==> src/rtl/fsm_cc8_pkg.sv <==
// Shared cc8 controller definitions: state encoding, drive bundle,
// expected outputs and the transition function used by shadows and monitors.
package fsm_cc8_pkg;

   localparam int unsigned ST_W = 4;

   typedef logic [ST_W-1:0] cc8_state_t;

   localparam cc8_state_t S0 = 4'd0;
   localparam cc8_state_t S1 = 4'd1;
   localparam cc8_state_t S2 = 4'd2;
   localparam cc8_state_t S3 = 4'd3;
   localparam cc8_state_t S4 = 4'd4;
   localparam cc8_state_t S5 = 4'd5;
   localparam cc8_state_t S6 = 4'd6;
   localparam cc8_state_t S7 = 4'd7;
   localparam cc8_state_t S8 = 4'd8;
   localparam cc8_state_t S9 = 4'd9;

   typedef struct packed {
      logic go;
      logic jmp;
      logic sk0;
      logic sk1;
   } cc8_drive_t;

   typedef enum logic [1:0] {
      DRV_IDLE = 2'd0,
      DRV_RUN  = 2'd1,
      DRV_ERR  = 2'd2
   } drv_state_e;

   // Controller outputs {y1,y2,y3} as a function of its state
   function automatic logic [2:0] cc8_exp_y(input cc8_state_t s);
      logic [2:0] y;
      case (s)
         S1:      y = 3'b010;
         S3:      y = 3'b110;
         S6:      y = 3'b111;
         S7:      y = 3'b001;
         S8:      y = 3'b011;
         S9:      y = 3'b111;
         default: y = 3'b000;
      endcase
      return y;
   endfunction

   // Next controller state; jmp overrides everything outside S0
   function automatic cc8_state_t cc8_next(input cc8_state_t s, input cc8_drive_t d);
      cc8_state_t n;
      n = S0;
      if (d.jmp && (s != S0)) begin
         n = S3;
      end else begin
         case (s)
            S0: n = !d.go ? S0 : (d.jmp ? S3 : S1);
            S1: n = S2;
            S2: n = S9;
            S3: n = S4;
            S4: n = d.sk0 ? S6 : S5;
            S5: begin
               case ({d.sk1, d.sk0})
                  2'b00:   n = S6;
                  2'b01:   n = S7;
                  2'b10:   n = S8;
                  default: n = S9;
               endcase
            end
            S6: n = d.go ? S7 : S6;
            S7: n = S8;
            S8: n = S9;
            default: n = S0;
         endcase
      end
      return n;
   endfunction

endpackage

==> src/rtl/fsm_cc8_route.sv <==
// Routing policy: drive values that move the controller from state_i
// one hop closer to target_i.
module fsm_cc8_route
   import fsm_cc8_pkg::*;
(
   input  cc8_state_t state_i,
   input  cc8_state_t target_i,
   output cc8_drive_t drive_c_o
);

   always_comb begin
      drive_c_o = '0;
      if (state_i != target_i) begin
         if (target_i == S3) begin
            drive_c_o.jmp = 1'b1;
            drive_c_o.go  = (state_i == S0);
         end else begin
            case (state_i)
               S0: begin
                  drive_c_o.go  = 1'b1;
                  drive_c_o.jmp = !(target_i inside {S1, S2, S9});
               end
               S1: drive_c_o.jmp = !(target_i inside {S2, S9, S0});
               S2: drive_c_o.jmp = !(target_i inside {S9, S0, S1});
               S4: begin
                  if (target_i == S6) begin
                     drive_c_o.sk0 = 1'b1;
                  end else if (target_i == S4) begin
                     drive_c_o.jmp = 1'b1;
                  end
               end
               S5: begin
                  case (target_i)
                     S7:             drive_c_o.sk0 = 1'b1;
                     S8:             drive_c_o.sk1 = 1'b1;
                     S9, S0, S1, S2: begin
                        drive_c_o.sk1 = 1'b1;
                        drive_c_o.sk0 = 1'b1;
                     end
                     S4, S5:         drive_c_o.jmp = 1'b1;
                     default:        drive_c_o = '0;
                  endcase
               end
               S6: begin
                  if (target_i inside {S7, S8, S9, S0, S1, S2}) begin
                     drive_c_o.go = 1'b1;
                  end else begin
                     drive_c_o.jmp = 1'b1;
                  end
               end
               S7: drive_c_o.jmp = !(target_i inside {S8, S9, S0, S1, S2});
               S8: drive_c_o.jmp = !(target_i inside {S9, S0, S1, S2});
               S9: drive_c_o.jmp = !(target_i inside {S0, S1, S2});
               default: drive_c_o = '0;
            endcase
         end
      end
   end

endmodule

==> src/rtl/fsm_cc8_drv.sv <==
// Command-driven initiator for one cc8 controller: steers it to a requested
// state, keeps a cycle-accurate shadow and checks its y outputs against it.
module fsm_cc8_drv
   import fsm_cc8_pkg::*;
#(
   parameter int unsigned MAX_HOPS = 8,
   parameter bit          CHECK_EN = 1'b1
) (
   input  logic       clk,
   input  logic       rst,
   input  logic       cmd_valid,
   output logic       cmd_ready,
   input  logic [3:0] cmd_target,
   input  logic       y1,
   input  logic       y2,
   input  logic       y3,
   output logic       go,
   output logic       jmp,
   output logic       sk0,
   output logic       sk1,
   output logic       done,
   output logic       bad_cmd,
   output logic       err,
   output logic [3:0] shadow_state
);

   localparam int unsigned HOP_W = $clog2(MAX_HOPS + 1);

   drv_state_e state_q, state_d;
   cc8_state_t shadow_q, shadow_d;
   cc8_state_t target_q, target_d;
   logic [HOP_W-1:0] hop_q, hop_d, hop_inc;
   cc8_drive_t drive_q, drive_d, route_c;
   logic done_q, done_d;
   logic bad_q, bad_d;
   logic err_q, err_d;
   logic ready_q, ready_d;
   logic accept, y_mis, at_tgt, timeout;

   // Shadow and target of the next cycle feed the router
   always_comb begin
      accept   = (state_q == DRV_IDLE) && cmd_valid && (cmd_target <= S9);
      shadow_d = cc8_next(shadow_q, drive_q);
      target_d = accept ? cmd_target : target_q;
      y_mis    = CHECK_EN && ({y1, y2, y3} != cc8_exp_y(shadow_q));
   end

   fsm_cc8_route u_route (
      .state_i   (shadow_d),
      .target_i  (target_d),
      .drive_c_o (route_c)
   );

   always_comb begin
      state_d = state_q;
      hop_d   = hop_q;
      err_d   = err_q;
      bad_d   = 1'b0;
      hop_inc = hop_q + HOP_W'(1);
      at_tgt  = (shadow_q == target_q);
      timeout = !at_tgt && (hop_inc >= HOP_W'(MAX_HOPS));
      case (state_q)
         DRV_IDLE: begin
            if (accept) begin
               state_d = DRV_RUN;
               hop_d   = '0;
            end else if (cmd_valid) begin
               bad_d = 1'b1;
            end
         end
         DRV_RUN: begin
            hop_d = hop_inc;
            if (at_tgt) begin
               state_d = DRV_IDLE;
            end else if (timeout) begin
               err_d   = 1'b1;
               state_d = DRV_ERR;
            end
         end
         default: state_d = DRV_ERR;
      endcase
      if (y_mis) begin
         err_d   = 1'b1;
         bad_d   = 1'b0;
         state_d = DRV_ERR;
      end
      // done lines up with the cycle in which the shadow sits on the target
      done_d  = (state_d == DRV_RUN) && (shadow_d == target_d);
      ready_d = (state_d == DRV_IDLE);
      drive_d = (state_d == DRV_RUN) ? route_c : '0;
   end

   always_ff @(posedge clk) begin
      if (rst) begin
         state_q  <= DRV_IDLE;
         shadow_q <= S0;
         target_q <= S0;
         hop_q    <= '0;
         drive_q  <= '0;
         done_q   <= 1'b0;
         bad_q    <= 1'b0;
         err_q    <= 1'b0;
         ready_q  <= 1'b1;
      end else begin
         state_q  <= state_d;
         shadow_q <= shadow_d;
         target_q <= target_d;
         hop_q    <= hop_d;
         drive_q  <= drive_d;
         done_q   <= done_d;
         bad_q    <= bad_d;
         err_q    <= err_d;
         ready_q  <= ready_d;
      end
   end

   assign cmd_ready    = ready_q;
   assign go           = drive_q.go;
   assign jmp          = drive_q.jmp;
   assign sk0          = drive_q.sk0;
   assign sk1          = drive_q.sk1;
   assign done         = done_q;
   assign bad_cmd      = bad_q;
   assign err          = err_q;
   assign shadow_state = shadow_q;

endmodule

==> config.mk <==
export PLATFORM = sky130hd
export DESIGN_NAME = fsm_cc8_drv
export DESIGN_NICKNAME = d
export VERILOG_FILES = /design/src/rtl/fsm_cc8_pkg.sv /design/src/rtl/fsm_cc8_route.sv /design/src/rtl/fsm_cc8_drv.sv
export SDC_FILE = /design/constraint.sdc
export NUM_CORES = 1
export LEC_CHECK = 0
export ABC_AREA = 1
export CORE_MARGIN = 2
export CORE_UTILIZATION = 65
export CTS_BUF_LIST = sky130_fd_sc_hd__clkbuf_16
export DETAILED_ROUTE_END_ITERATION = 16
export DONT_BUFFER_PORTS = 1
export GPL_TIMING_DRIVEN = 0
export PLACE_DENSITY = 0.81
export REMOVE_ABC_BUFFERS = 1
export SETUP_SLACK_MARGIN = 0.1
export SLEW_MARGIN = 5
export SYNTH_ARGS = -nofsm -noshare
export SYNTH_HDL_FRONTEND = slang
export SYNTH_SLANG_ARGS = --single-unit
==> constraint.sdc <==
create_clock -name clk -period 2.6 [get_ports clk]
set_clock_uncertainty 0.2 [all_clocks]
set_input_delay 0.52 -clock clk [delete_from_list [all_inputs] [get_ports clk]]
set_output_delay 0.52 -clock clk [all_outputs]
set_load 0.02 [all_outputs]
# After elaboration in Yosys (flattened, before gate mapping)
# Index checks and enable logic that the tools add are counted.
# totals
out_inout_bits	12
mem_bits_rw	0
rom_bits	0
ff_bits	22
latch_bits	0
elab_cells	128
mem_count	0
inputBits	10
# classes
eq_ne	36
add_sub_neg	1
n_bitwise	4
n_mul	0
div	0
shift	0
n_mux	33
magnitude_cmp	2
n_reduce_logical	40
# ops
cell	n
4-bit by 3-bit equality test with 1-bit output (second input constant)	12
4-bit one-hot mux with 8 select lines	1
4-bit equality test (second input constant)	6
4-bit by 2-bit equality test with 1-bit output (second input constant)	5
2-bit 2-to-1 mux	8
3-bit one-hot mux with 5 select lines	1
5-bit OR reduction	3
1-bit 2-to-1 mux	14
4-bit by 1-bit equality test with 1-bit output (second input constant)	3
4-bit logical NOT	3
4-bit 2-to-1 mux	3
4-bit one-hot mux with 3 select lines	1
3-bit nonzero test	4
1-bit one-hot mux with 9 select lines	1
4-bit equality test	2
4-bit one-hot mux with 2 select lines	1
4-bit nonzero test	2
4-bit OR reduction	2
1-bit logical NOT	7
2-bit by 1-bit equality test with 1-bit output (second input constant)	3
2-bit logical NOT	3
2-bit nonzero test	3
6-bit nonzero test	1
2-bit OR reduction	3
other kinds (15)	24

# Depth between registers and ports, before layout
# logic_depth
word_depth	10
depth_mapped	17
mapped_depth_nobuf	17

# By module
# A second synthesis with hierarchy kept.
# unflattened
hier_cells	284
area_unflattened_um2	1625.3
# modules_own_cells
mod	seq_area_each_um2	cells_per_inst	area_each_um2	n_inst
fsm_cc8_drv	440.4	203	1282.5	1
fsm_cc8_route	0.0	81	342.8	1

# Least setup slack after synthesis
# Ideal clock, no wire load.
# synth_path
path_type	input to register
start	input port cmd_target[1]
end	register drive_q (netlist bit jmp)
required_ns	2.291
setup_slack_ns	0.590
path_stages	14
n_path_buf	0
setup_time_ns	0.109
arrival_time_ns	1.701
cell_sequence	o21ai_2 > nand2_4 > nand2_1 > nand2_2 > nor2_4 > nand2_2 > nand2_1 > inv_1 > nor2_1 > nor2_1 > nor2_1 > nand3_1 > nand2_1 > inv_1
# synth_between
elab_chain_len	8
elab_cells_between_ends	41
classes_between	order compare (1); eq/ne (11); mux (10); bitwise (2); reduce/logical (17)
# synth_lines
element	line	text
start: declaration	fsm_cc8_drv.sv:13	input logic [3:0] cmd_target,
4-bit <= comparator	fsm_cc8_drv.sv:42	accept = (state_q == DRV_IDLE) && cmd_valid && (cmd_target <= S9);
1-bit logical AND	fsm_cc8_drv.sv:42	
4-bit 2-to-1 mux or 2-bit 2-to-1 mux (tied branches)	fsm_cc8_drv.sv:44, fsm_cc8_drv.sv:64	
4-bit by 3-bit equality test with 1-bit output (tied with other cells)	fsm_cc8_route.sv:45	if (target_i inside {S7, S8, S9, S0, S1, S2}) begin
6-bit nonzero test (tied with other cells)	fsm_cc8_route.sv:45	
1-bit 2-to-1 mux (tied with other cells)	fsm_cc8_route.sv:45	
1-bit one-hot mux with 9 select lines or 1-bit inverter (tied branches)	--	
2-bit 2-to-1 mux or 3-bit OR reduction (tied branches)	--	
end signal: assignment	fsm_cc8_drv.sv:109	drive_q <= drive_d;
end: declaration	fsm_cc8_drv.sv:33	cc8_drive_t drive_q, drive_d, route_c;
# Parallel ways exist; a longest one is shown, timed or not.
# A chain may end at the register's enable or synchronous reset.

# Worst setup path in the final report
# layout_path
start	register shadow_q[2], in the netlist shadow_state[2]
end	register drive_q (netlist bit sk0)
# layout_between
elab_chain_len	10
elab_cells_between_ends	33
classes_between	eq/ne (15); mux (8); bitwise (2); reduce/logical (8)
# layout_lines
element	line	text
start: declaration	fsm_cc8_drv.sv:30	cc8_state_t shadow_q, shadow_d;
start signal: assignment	fsm_cc8_drv.sv:106	shadow_q <= shadow_d;
4-bit equality test	fsm_cc8_drv.sv:60	at_tgt = (shadow_q == target_q);
1-bit logical NOT	fsm_cc8_drv.sv:61	timeout = !at_tgt && (hop_inc >= HOP_W'(MAX_HOPS));
1-bit logical AND	fsm_cc8_drv.sv:61	
2-bit 2-to-1 mux	fsm_cc8_drv.sv:75	end else if (timeout) begin
2-bit 2-to-1 mux	fsm_cc8_drv.sv:73	if (at_tgt) begin
2-bit one-hot mux with 2 select lines	fsm_cc8_drv.sv:62	case (state_q)
2-bit 2-to-1 mux	fsm_cc8_drv.sv:82	if (y_mis) begin
2-bit by 1-bit equality test with 1-bit output	fsm_cc8_drv.sv:90	drive_d = (state_d == DRV_RUN) ? route_c : '0;
1-bit inverter (no line)	--	
4-bit OR reduction (no line)	--	
# Parallel ways exist; a longest one is shown, timed or not.

==> results.cfg <==
[layout]
area_growth_syn_to_layout_pct = 8.60
layout.nets = 275
layout_common_cells = 83 x nand2_1, 35 x nor2_1, 32 x inv_1
diodes = 0
final_cells = 291
final_area_sq_mm = 0.00171
num-fill-cells = 188
layout_commonest_cell = nand2_1
drive_gt1_frac = 0.133

[detailed_routing]
ant_nets = 0
routed_via_density = 5.41
wl_met2_um = 1730
dr.pass1.iters = 4
m1WireLength_um = 1720
vias = 1573
routedWlPerCell_um = 12.9
drc = 0
met3_wirelength_um = 270
drt_iter0_drc = 54
highest_layer = met4
wl_um = 3760

[logic_synthesis]
synth-simple-area-share = 0.501
yosys.area_share.adder = 0.00796
synth.avg_cell_area_sq_um = 6.02
synth_compound_area_frac = 0.0669
muxShareOfSynthArea = 0
ys_top_cells_by_area = dfxtp_1 28%, nand2_1 20%, nor2_1 8.4%
synth_cells = 261
yosys.area.top_type = dfxtp_1
synth_seq_cells = 22
synth_top_family_by_area = simple AND/OR/NAND/NOR gates
synth_xor_area_frac = 0.0502
netlist-cell-type-count = 28
synth.top_cell.area_share = 0.280
seq_area_frac_synth = 0.280
netlist_area_sq_mm = 0.00157
ys_warn_count = 0

[setup_path]
endpoint_kind = register
start_kind = register
critPathMaxFanout = 5
cp_data_arrival_time_ns = 2.19
cp.required_ns = 2.55
criticalPathCategory = reg2reg

[floorplan]
std_cell_rows = 17
die_area_sq_mm = 0.00283
core_sq_mm = 0.00225
initial_core_util = 0.697
ios = 22
die_height_um = 53.2
fp.dieW_um = 53.2

[cts]
numCtsBuffers = 3
cts_root_buf = clkbuf_16
clk_latency_ns = 0.25
cts_sinks = 22
clk_pin_slew_ns = 0.06
htree_levels = 1
cts_max_path_buffers = 2
cts_tree = yes
hold_buffers = 0

[timing]
fin_crit_sh = 0.859
setup_viol = 0
fin_setup_tns_ns = 0
tightest_slew_ns = 0.415
relSlewSlack = 0.723
rsz0062_at_grt = no
fin_hold_ws_ns = 0.126
fmax_ghz = 0.448
final-max-slew-violation-count = 0
hold_viol = 0
finalCriticalPeriod_ns = 2.23

[run_status]
status = completed

[global_route]
overflow = 0
grt_pass1_wl_um = 6230
antenna_found_initial = 0
grt_max_degree = 14
first_global_vias = 1472
grt_usage = 0.307

[power]
cellPowerDensity_mw_per_mm2 = 528
power_mw = 0.901
p_leak_nw = 0.941
ir_drop_mv = 0.360

[placed_design]
port-buffer-count = 0
placed_area_sq_mm = 0.00160
dp_cells = 287
gp_congestion = 0.868
dp_hpwl_um = 2800

[job]
maxCapViolations = 0

[worst_hold_path]
min_path_type = in2reg
[area by class of cell]
class	instances	area, sq um	share of cell area
Multi-Input combinational cell	200	983	0.576
Clock buffer	3	75.1	0.0440
Clock inverter	1	30.0	0.0176
Tap cell	28	35.0	0.0205
Inverter	37	139	0.0814
Sequential cell	22	444	0.260
[flip-flops by register name (all words and copies together), names as in the netlist]
name,count
hop_q,4
shadow_state,4
target_q,4
state_q,2
bad_cmd,1
cmd_ready,1
done,1
err,1
go,1
jmp,1
sk0,1
sk1,1
[per-stage QoR]
step	utilization	setup slack, ns
3_3_place_gp	0.709	0.344
3_5_place_dp	0.709	0.325
6_report	0.757	0.368
4_1_cts	0.755	0.221
5_1_grt	0.757	0.152
2_1_floorplan	-	0.590
[report_power, final]
part	total, mW	switching, mW	internal (mW)
clock network	0.429	0.123	0.306
registers	0.356	0.0107	0.345
logic	0.117	0.0792	0.0374
[what timing repair did]
action,in CTS,in global routing
gates resized for setup,0,3
setup endpoints to repair,0,4
buffers inserted,0,0
hold endpoints to repair,0,0
[worst max-delay path, stage by stage, from the launching register on]
cell and delay [ns]:
dfxtp_1 0.57, inv_2 0.11, nor2_2 0.18, nand3_1 0.13, nand2_1 0.09, nor2_1 0.05
nand3_2 0.14, xor2_1 0.17, nand2_1 0.10, nor2_1 0.17, nor2_1 0.09, nand2_1 0.09
nor2_1 0.04
[per-layer routing]
layer	global-route usage	vias to the layer above
met5	0	-
met4	0.115	0
li1	-	818
met2	0.498	57
met3	0.0508	4
met1	0.407	694
[cell families after synthesis]
group           after synthesis
flops                        22
xor+xnor                      9
fa+ha+maj                     1
buf+inv                      39
compound gates               17
simple gates                173
[synth_stat cells]
cell type	instances
nand2_1	83
nor2_1	35
inv_1	32
nand3_1	26
dfxtp_1	22
a21oi_1	8
nor2_2	8
xor2_1	8
inv_2	5
nand2_2	5
nand3_2	3
nand4_1	3
nor3_1	3
o21ai_1	3
nand2_4	2
nor2_4	2
o21ai_0	2
buf_2	1
clkbuf_1	1
ha_1	1
nand3b_1	1
nor3_2	1
nor4_1	1
o211ai_1	1
o21a_1	1
o21ai_2	1
o21ai_4	1
xnor2_1	1
[worst paths after layout]
path | from | endpoint | slack, ns | depth (start not counted)
max | shadow_state[2] | sk0 | 0.37 | 12
min | rst | shadow_state[3] | 0.13 | 1
max reg2reg | shadow_state[2] | sk0 | 0.37 | 12
min reg2reg | hop_q[3] | hop_q[3] | 0.27 | 2
No activity file was read; power rests on OpenSTA's default activity.
